==> src/rtl/ad_sample_pkg.sv <==
// Shared definitions for the ADC burst sequencer: FSM states and default geometry.
package ad_sample_pkg;

  localparam int unsigned ConvCycDef = 100;
  localparam int unsigned SckHalfDef = 4;
  localparam int unsigned DwDef      = 16;

  typedef enum logic [1:0] {
    StIdle,
    StConv,
    StShift,
    StGap
  } state_e;

endpackage

==> src/rtl/ad_spi_rx.sv <==
// Serial ADC read-out: generates Dw SCK pulses after i_start and shifts SDO in MSB first.
module ad_spi_rx #(
  parameter int unsigned SckHalf = 4,
  parameter int unsigned Dw      = 16
) (
  input  logic          clk_sys,
  input  logic          rst_n,
  input  logic          i_start,
  input  logic          i_sdo,
  output logic          o_sck,
  output logic          o_vld,
  output logic [Dw-1:0] o_data
);

  localparam int unsigned DivW  = (SckHalf > 1) ? $clog2(SckHalf) : 1;
  localparam int unsigned EdgeW = $clog2(2 * Dw + 1);

  logic             r_active;
  logic [DivW-1:0]  r_div;
  logic [EdgeW-1:0] r_edge;
  logic             r_sck;
  logic [Dw-1:0]    r_shift;
  logic [Dw-1:0]    r_data;
  logic             r_fin;
  logic             r_vld;

  always_ff @(posedge clk_sys or negedge rst_n) begin
    if (!rst_n) begin
      r_active <= 1'b0;
      r_div    <= '0;
      r_edge   <= '0;
      r_sck    <= 1'b0;
      r_shift  <= '0;
      r_data   <= '0;
      r_fin    <= 1'b0;
      r_vld    <= 1'b0;
    end else begin
      // Result is published the cycle after the last falling SCK edge.
      r_vld <= r_fin;
      r_fin <= 1'b0;
      if (r_fin) r_data <= r_shift;
      if (!r_active) begin
        if (i_start) begin
          r_active <= 1'b1;
          r_div    <= '0;
          r_edge   <= '0;
          r_sck    <= 1'b0;
        end
      end else if (r_div == DivW'(SckHalf - 1)) begin
        r_div <= '0;
        r_sck <= ~r_sck;
        if (!r_sck) r_shift <= {r_shift[Dw-2:0], i_sdo};
        if (r_edge == EdgeW'(2 * Dw - 1)) begin
          r_active <= 1'b0;
          r_fin    <= 1'b1;
          r_edge   <= '0;
        end else begin
          r_edge <= r_edge + EdgeW'(1);
        end
      end else begin
        r_div <= r_div + DivW'(1);
      end
    end
  end

  assign o_sck  = r_sck;
  assign o_vld  = r_vld;
  assign o_data = r_data;

endmodule

==> src/rtl/ad_sample.sv <==
// ADC burst sequencer: synchronises the trigger, runs CONV/SHIFT/GAP for cfg_num conversions.
module ad_sample
  import ad_sample_pkg::*;
#(
  parameter int unsigned ConvCyc = ConvCycDef,
  parameter int unsigned SckHalf = SckHalfDef,
  parameter int unsigned Dw      = DwDef
) (
  input  logic          clk_sys,
  input  logic          rst_n,
  input  logic          pluse_us,
  input  logic          ast,
  input  logic [7:0]    cfg_num,
  input  logic [15:0]   cfg_itv,
  output logic          ad_cnv,
  output logic          ad_sck,
  input  logic          ad_sdo,
  output logic [Dw-1:0] ad_data,
  output logic          ad_vld,
  output logic          busy
);

  localparam int unsigned CycW = (ConvCyc > 1) ? $clog2(ConvCyc) : 1;

  logic            r_ast_s1, r_ast_s2, r_ast_prev;
  logic            w_start;
  state_e          r_state, w_state_nxt;
  logic [7:0]      r_num, r_done;
  logic [15:0]     r_itv, r_gap;
  logic [CycW-1:0] r_cyc;
  logic            r_cnv, r_busy;
  logic            w_spi_start;
  logic            w_vld;

  assign w_start     = r_ast_s2 & ~r_ast_prev;
  assign w_spi_start = (r_state == StConv) && (r_cyc == CycW'(ConvCyc - 1));

  always_ff @(posedge clk_sys or negedge rst_n) begin
    if (!rst_n) begin
      r_ast_s1   <= 1'b0;
      r_ast_s2   <= 1'b0;
      r_ast_prev <= 1'b0;
    end else begin
      r_ast_s1   <= ast;
      r_ast_s2   <= r_ast_s1;
      r_ast_prev <= r_ast_s2;
    end
  end

  always_comb begin
    w_state_nxt = r_state;
    unique case (r_state)
      StIdle:  if (w_start && (cfg_num != 8'd0)) w_state_nxt = StConv;
      StConv:  if (w_spi_start) w_state_nxt = StShift;
      StShift: begin
        if (w_vld) begin
          if (r_done + 8'd1 == r_num) w_state_nxt = StIdle;
          else if (r_itv == 16'd0)    w_state_nxt = StConv;
          else                        w_state_nxt = StGap;
        end
      end
      StGap:   if (pluse_us && (r_gap + 16'd1 == r_itv)) w_state_nxt = StConv;
      default: w_state_nxt = StIdle;
    endcase
  end

  always_ff @(posedge clk_sys or negedge rst_n) begin
    if (!rst_n) begin
      r_state <= StIdle;
      r_num   <= '0;
      r_itv   <= '0;
      r_done  <= '0;
      r_gap   <= '0;
      r_cyc   <= '0;
      r_cnv   <= 1'b0;
      r_busy  <= 1'b0;
    end else begin
      r_state <= w_state_nxt;
      // Outputs registered from next state so they are glitch-free at the pins.
      r_cnv   <= (w_state_nxt == StConv);
      r_busy  <= (w_state_nxt != StIdle);
      if (r_state == StIdle && w_state_nxt == StConv) begin
        r_num  <= cfg_num;
        r_itv  <= cfg_itv;
        r_done <= '0;
      end
      if (r_state == StShift && w_vld) r_done <= r_done + 8'd1;
      if (r_state == StConv && !w_spi_start) r_cyc <= r_cyc + CycW'(1);
      else                                   r_cyc <= '0;
      if (r_state != StGap) r_gap <= '0;
      else if (pluse_us)    r_gap <= r_gap + 16'd1;
    end
  end

  ad_spi_rx #(
    .SckHalf (SckHalf),
    .Dw      (Dw)
  ) u_spi_rx (
    .clk_sys (clk_sys),
    .rst_n   (rst_n),
    .i_start (w_spi_start),
    .i_sdo   (ad_sdo),
    .o_sck   (ad_sck),
    .o_vld   (w_vld),
    .o_data  (ad_data)
  );

  assign ad_cnv = r_cnv;
  assign ad_vld = w_vld;
  assign busy   = r_busy;

endmodule
==> config.mk <==
export PLATFORM = sky130hd
export DESIGN_NAME = ad_sample
export DESIGN_NICKNAME = d
export VERILOG_FILES = /design/src/rtl/ad_sample_pkg.sv /design/src/rtl/ad_spi_rx.sv /design/src/rtl/ad_sample.sv
export SDC_FILE = /design/constraint.sdc
export NUM_CORES = 1
export LEC_CHECK = 0
export CAP_MARGIN = 20
export CORE_ASPECT_RATIO = 0.5
export CORE_UTILIZATION = 55
export DETAILED_ROUTE_END_ITERATION = 8
export PLACE_DENSITY = 0.74
export SYNTH_ARGS = -nofsm -noshare
export SYNTH_HDL_FRONTEND = slang
export SYNTH_HIERARCHICAL = 1
export SYNTH_SLANG_ARGS = --single-unit
export TNS_END_PERCENT = 1
==> constraint.sdc <==
create_clock -name clk_sys -period 2.4 [get_ports clk_sys]
set_input_delay 0.36 -clock clk_sys [delete_from_list [all_inputs] [get_ports clk_sys]]
set_output_delay 0.36 -clock clk_sys [all_outputs]
set_load 0.02 [all_outputs]
After elaboration in Yosys (flattened, before gate mapping)

Index checks and enable logic that the tools add are counted.

Flip-flop bits (word level): 106
Input port bits: 29
Output and inout port bits: 20

Add/subtract/negate cells: 5
Equal/unequal tests: 11
Multiplexer cells: 29
Bitwise gates (word level): 3
Reduce and logical (&&, ||, !) cells: 16

Operator list:

| operator                                             | count |
|---|---|
| 2-to-1 mux 16 bit                                    | 2 |
| 2-to-1 mux 6 bit                                     | 4 |
| 2-to-1 mux 2 bit                                     | 9 |
| adder 16 x 1 -> 16 bit (second input constant)       | 1 |
| equality test 16 bit                                 | 1 |
| zero test 16 bit                                     | 1 |
| 2-to-1 mux 8 bit                                     | 2 |
| 2-to-1 mux 1 bit                                     | 10 |
| adder 8 x 1 -> 8 bit (second input constant)         | 1 |
| equality test 8 bit                                  | 1 |
| one-hot mux 2 bit (4 select lines)                   | 1 |
| nonzero test 2 bit                                   | 4 |
| nonzero test 8 bit                                   | 1 |
| adder 7 x 1 -> 7 bit (second input constant)         | 1 |
| equality test 7 bit (second input constant)          | 1 |
| 2-to-1 mux 7 bit                                     | 1 |
| adder 6 x 1 -> 6 bit (second input constant)         | 1 |
| equality test 2 bit (second input constant)          | 3 |
| equality test 6 x 5 -> 1 bit (second input constant) | 1 |
| logical AND 1 bit                                    | 6 |
| equality test 2 x 1 -> 1 bit (second input constant) | 2 |
| != test 2 bit (second input constant)                | 2 |
| AND reduction 3 bit                                  | 1 |
| adder 2 x 1 -> 2 bit (second input constant)         | 1 |
| other kinds (5)                                      | 6 |

Longest topological paths before layout

Depth after elaboration: 9
Mapped depth: 9

Hierarchy

The synthesis kept the hierarchy.

By module, submodules not included:

| module    | instances | cells an instance | area an instance (µm²) | sequential area each (µm²) |
|---|---|---|---|---|
| ad_sample | 1         | 341               | 3,360.7                | 1,551.5 |
| ad_spi_rx | 1         | 117               | 1,793.0                | 1,101.1 |

Worst setup path after synthesis

Ideal clock, no wire load.

Kind: reg2reg
Start: reg r_state[0]
End: reg r_num[1]
Arrival time: 1.943 ns
Required time: 2.275 ns
Slack: 0.332 ns
Cell stages (with the launch flop): 6
Buffers on the path: 2
Period minus slack after synthesis: 2.068 ns
Cells stage by stage: dfrtp_1 > or4b_2 > a21oi_1 > buf_2 > buf_2 > mux2_2

Word-level cells in the longest chain between the ends: 6
Elaborated cells between the ends (all ways): 12
Those cells by class: eq/ne (4); mux (5); reduce/logical (3)

RTL lines:

| item                               | RTL line                         | source |
|---|---|---|
| start: declaration                 | ad_sample.sv:27                  | `state_e r_state, w_state_nxt;` |
| start signal: assignment           | ad_sample.sv:69                  | `r_state <= StIdle;` |
| start signal: assignment           | ad_sample.sv:78                  | `r_state <= w_state_nxt;` |
| equality test 2 x 1 -> 1 bit       | ad_sample.sv:36, ad_sample.sv:52 |  |
| logical AND 1 bit                  | ad_sample.sv:36                  | `assign w_spi_start = (r_state == StConv) && (r_cyc == CycW'(ConvCyc - 1));` |
| 2-to-1 mux 2 bit                   | ad_sample.sv:54                  | `StConv: if (w_spi_start) w_state_nxt = StShift;` |
| one-hot mux 2 bit (4 select lines) | ad_sample.sv:52                  | `unique case (r_state)` |
| equality test 2 x 1 -> 1 bit       | ad_sample.sv:82                  | `if (r_state == StIdle && w_state_nxt == StConv) begin` |
| logical AND 1 bit *                | ad_sample.sv:82                  |  |
| end signal: assignment             | ad_sample.sv:83                  | `r_num <= cfg_num;` |
| end: declaration                   | ad_sample.sv:28                  | `logic [7:0] r_num, r_done;` |

Mark *: on every way between the ends. The rest lies on a longest branch, timed or not.
A chain may end at the register's enable or synchronous reset.

Worst setup path in the final report

Start: reg r_gap[0]
End: reg r_state[1]

Word-level cells in the longest chain between the ends: 5

RTL lines:

| item                               | RTL line        | source |
|---|---|---|
| start: declaration                 | ad_sample.sv:29 | `logic [15:0] r_itv, r_gap;` |
| start signal: assignment           | ad_sample.sv:91 | `else if (pluse_us) r_gap <= r_gap + 16'd1;` |
| adder 16 x 1 -> 16 bit             | ad_sample.sv:62 | `StGap: if (pluse_us && (r_gap + 16'd1 == r_itv)) w_state_nxt = StConv;` |
| equality test 16 bit               | ad_sample.sv:62 |  |
| logical AND 1 bit                  | ad_sample.sv:62 |  |
| 2-to-1 mux 2 bit                   | ad_sample.sv:62 |  |
| one-hot mux 2 bit (4 select lines) | ad_sample.sv:52 |  |
| via w_state_nxt[1]                 | ad_sample.sv:27 |  |

The timed path passes the listed nets, and every way through them passes these cells.

==> results_dict.tcl <==
set metrics [dict create \
    status "complete, but fails checks" \
    violations "design-rule violations" \
    cts_tree "yes" \
    synth_cell_types 58 \
    gp_congestion 0.8345 \
    slew_viol_final 0 \
    clkSinkCount 106 \
    dieArea_um2 9785 \
    synthTopCellsByCount "dfrtp_1, mux2_2, nor2_1, nand2_1, xnor2_1" \
    gr-total-overflow 0 \
    clock_skew_ns 0.007242 \
    cts_buffer_depth 2 \
    finalSetupViolCount 0 \
    p_int_w 0.003021 \
    clkPwrFrac_pct 37.3 \
    yosys-top-cells-area "dfrtp_1, mux2_2, xnor2_1, xor2_1, nor2_1" \
    syn_to_final_growth_pct 19.01 \
    postCtsHoldBufs 0 \
    synth_edf_count 0 \
    viasPerCell 5.620 \
    first_global_vias 3384 \
    wl_per_cell_um 15.89 \
    ios 49 \
    synth_seq_area_share_pct 51.47 \
    synth_most_common_cell "dfrtp_1" \
    hold_viol 0 \
    syn_area_um2 5154 \
    die_h_um 70.45 \
    async_reset_ff_share_pct 100.0 \
    slew_headroom_pct 52.88 \
    drt_iter0_markers 255 \
    synth_top_area_share_pct 51.47 \
    drc 3 \
    routed_wl_um 10120 \
    crit_type "reg -> reg" \
    synth_ff_type "dfrtp_1" \
    fmax_mhz 439.3 \
    switchingPower_w 0.001117 \
    worst_pin_slew_ns 0.7068 \
    arrival_ns 2.48 \
    diodes 0 \
    port_buffers 48 \
    power_density_nw_per_um2 674.7 \
    via_count 3580 \
    core-area_um2 8889 \
    synth_seq_cells 106 \
    endpoint_kind "flip-flop" \
    fin_ws_ns 0.1236 \
    nets 549 \
    synth_warnings 6 \
    antenna_found_initial 0 \
    grt_use_total_pct 22.65 \
    start_kind "flip-flop" \
    syn_nets 492 \
    cts_made_buffers 9 \
    drt.antenna.violating_nets 0 \
    grt_pass1_wl_um 17240 \
    hold_path.class "in -> async" \
    grt_max_degree 53 \
    syn_inst 458 \
    cts-htree-levels 3 \
    switching_share_pct 26.99 \
    clkLatencyLatePin_ns 0.35 \
    cp.required_ns 2.61 \
    grt_setup_unrepaired "false" \
    clockRootBuffer "clkbuf_16" \
    synth_area_per_cell_um2 11.25 \
    timing.final.crit_share_pct 94.85 \
    min_period_ns 2.276 \
    power.total_w 0.004138 \
    max-vdd-ir-drop_uv 324.7 \
    seq_power_share_pct 47.8 \
    yosysTopAreaCell "dfrtp_1" \
    firstDrtPassIters 7 \
    num_rows 24 \
    pre_cts_ws_ns 0.05390 \
    maxCapViolCount 0 \
    clkSlewWorstSetupHoldPaths_ns 0.07 \
    start_util_pct 57.98 \
    combPwrFrac_pct 14.9 \
    fin_setup_tns_ns 0 \
    leakage_nw 2.665 \
    crit_fanout 7 \
    die_x_um 138.9 \
    hpwl_um 7034 \
    drive_above_1_share_pct 19.62 \
]
## logic make-up after synthesis
family	after synthesis	synth area share, %
adder cells (fa/ha/maj)	5	1.214
multiplexers	59	13.47
XOR/XNOR	50	8.497
AO/OA/AOI/OAI	55	6.725
flip-flops	106	51.47
AND/OR/NAND/NOR	155	15.63
buffers and inverters	28	2.986
## sequential cells by signal (all words and copies together) (netlist names), 2 cells and up
| signal | count |
|---|---|
| r_state | 2 |
| r_num | 8 |
| u_spi_rx/o_data | 16 |
| r_cyc | 7 |
| r_itv | 16 |
| r_done | 8 |
| r_gap | 16 |
| u_spi_rx/r_shift | 16 |
| u_spi_rx/r_edge | 6 |
| u_spi_rx/r_div | 2 |
## path summary, 6_finish.rpt
check	slack [ns]	startpoint	endpoint	depth (start not counted)
setup / recovery	0.12	r_gap[0]	r_state[1]	8
hold / removal	0.04	rst_n	u_spi_rx/r_edge[1]	1
setup reg to reg	0.12	r_gap[0]	r_state[1]	8
hold reg to reg	0.36	r_ast_s1	r_ast_s2	0
max in group asynchronous	1.72	rst_n	r_gap[2]	2
min in group clk_sys	0.36	r_ast_s1	r_ast_s2	0
## stage by stage
step / hold slack [ns] / std cells / utilization (%) / area, um^2
6_report: 0.04459 / 637 / 69.00 / 6133
5_1_grt: 0.09599 / 637 / 69.00 / 6133
4_1_cts: 0.05744 / 637 / 68.83 / 6118
3_5_place_dp: 0.3411 / 621 / 65.32 / 5806
3_3_place_gp: 0.3354 / 621 / 65.32 / 5806
2_1_floorplan: 0.06441 / 458 / - / 5154
## final cells by class
cell class              count  area [um^2]
clock buffers              11        242.7
clock inverters             5        70.07
fillers                   671         2755
inverters                   8        30.03
multi-input cells         324         2366
flip-flops and latches    106         2653
well taps                 117        146.4
repair buffers             66        625.6
## critical path, cell delays in order (launching register included)
cell,delay (ns)
dfrtp_1,0.38
ha_1,0.29
and3_1,0.25
and4bb_2,0.30
nor4_1,0.06
nor4_2,0.22
nand3_1,0.18
nor4_4,0.33
o21ai_0,0.12
## per-layer routing
metal  global-route usage (%)  part of all wire (%)  vias up
met5                        0                     0        -
met2                    34.01                    44       67
li1                         -                     -     1734
met1                    32.85                    50     1770
met4                    5.802                  0.88        0
met3                    5.693                   4.2        9
## power by group through the flow
| stage | registers, W | logic [W] | clock network (W) |
|---|---|---|---|
| 3_5_place_dp | 0.00201 | 0.000597 | 0 |
| 6_report | 0.00198 | 0.000616 | 0.00154 |
| 4_1_cts | 0.00197 | 0.000602 | 0.00159 |
| 2_1_floorplan | 0.00195 | 0.000419 | 0 |
| 5_1_grt | 0.00199 | 0.000682 | 0.00165 |
| 3_3_place_gp | 0.00200 | 0.000577 | 0 |
## layout by cell type (no fill, tap or decap), drive strengths merged, types with 2 or more instances in the layout
| master | count |
|---|---|
| a211oi | 2 |
| a21oi | 13 |
| a22o | 3 |
| and2 | 6 |
| and3 | 3 |
| buf | 19 |
| clkbuf | 11 |
| clkdlybuf4s50 | 47 |
| dfrtp | 106 |
| ha | 5 |
| inv | 11 |
| mux2 | 56 |
| mux2i | 3 |
| nand2 | 34 |
| nand2b | 5 |
| nand3 | 22 |
| nand4 | 11 |
| nor2 | 39 |
| nor2b | 2 |
| nor3 | 7 |
| nor3b | 2 |
| nor4 | 11 |
| o211ai | 2 |
| o21a | 3 |
| o21ai | 18 |
| o22ai | 2 |
| o31ai | 4 |
| o41ai | 2 |
| or3 | 5 |
| xnor2 | 26 |
| xor2 | 24 |
## timing repair
item	CTS	global route
buffers inserted	0	0
endpoints found under the setup margin	0	2
resized for setup	0	2
Note: power is estimated with default switching activity, not from simulation.
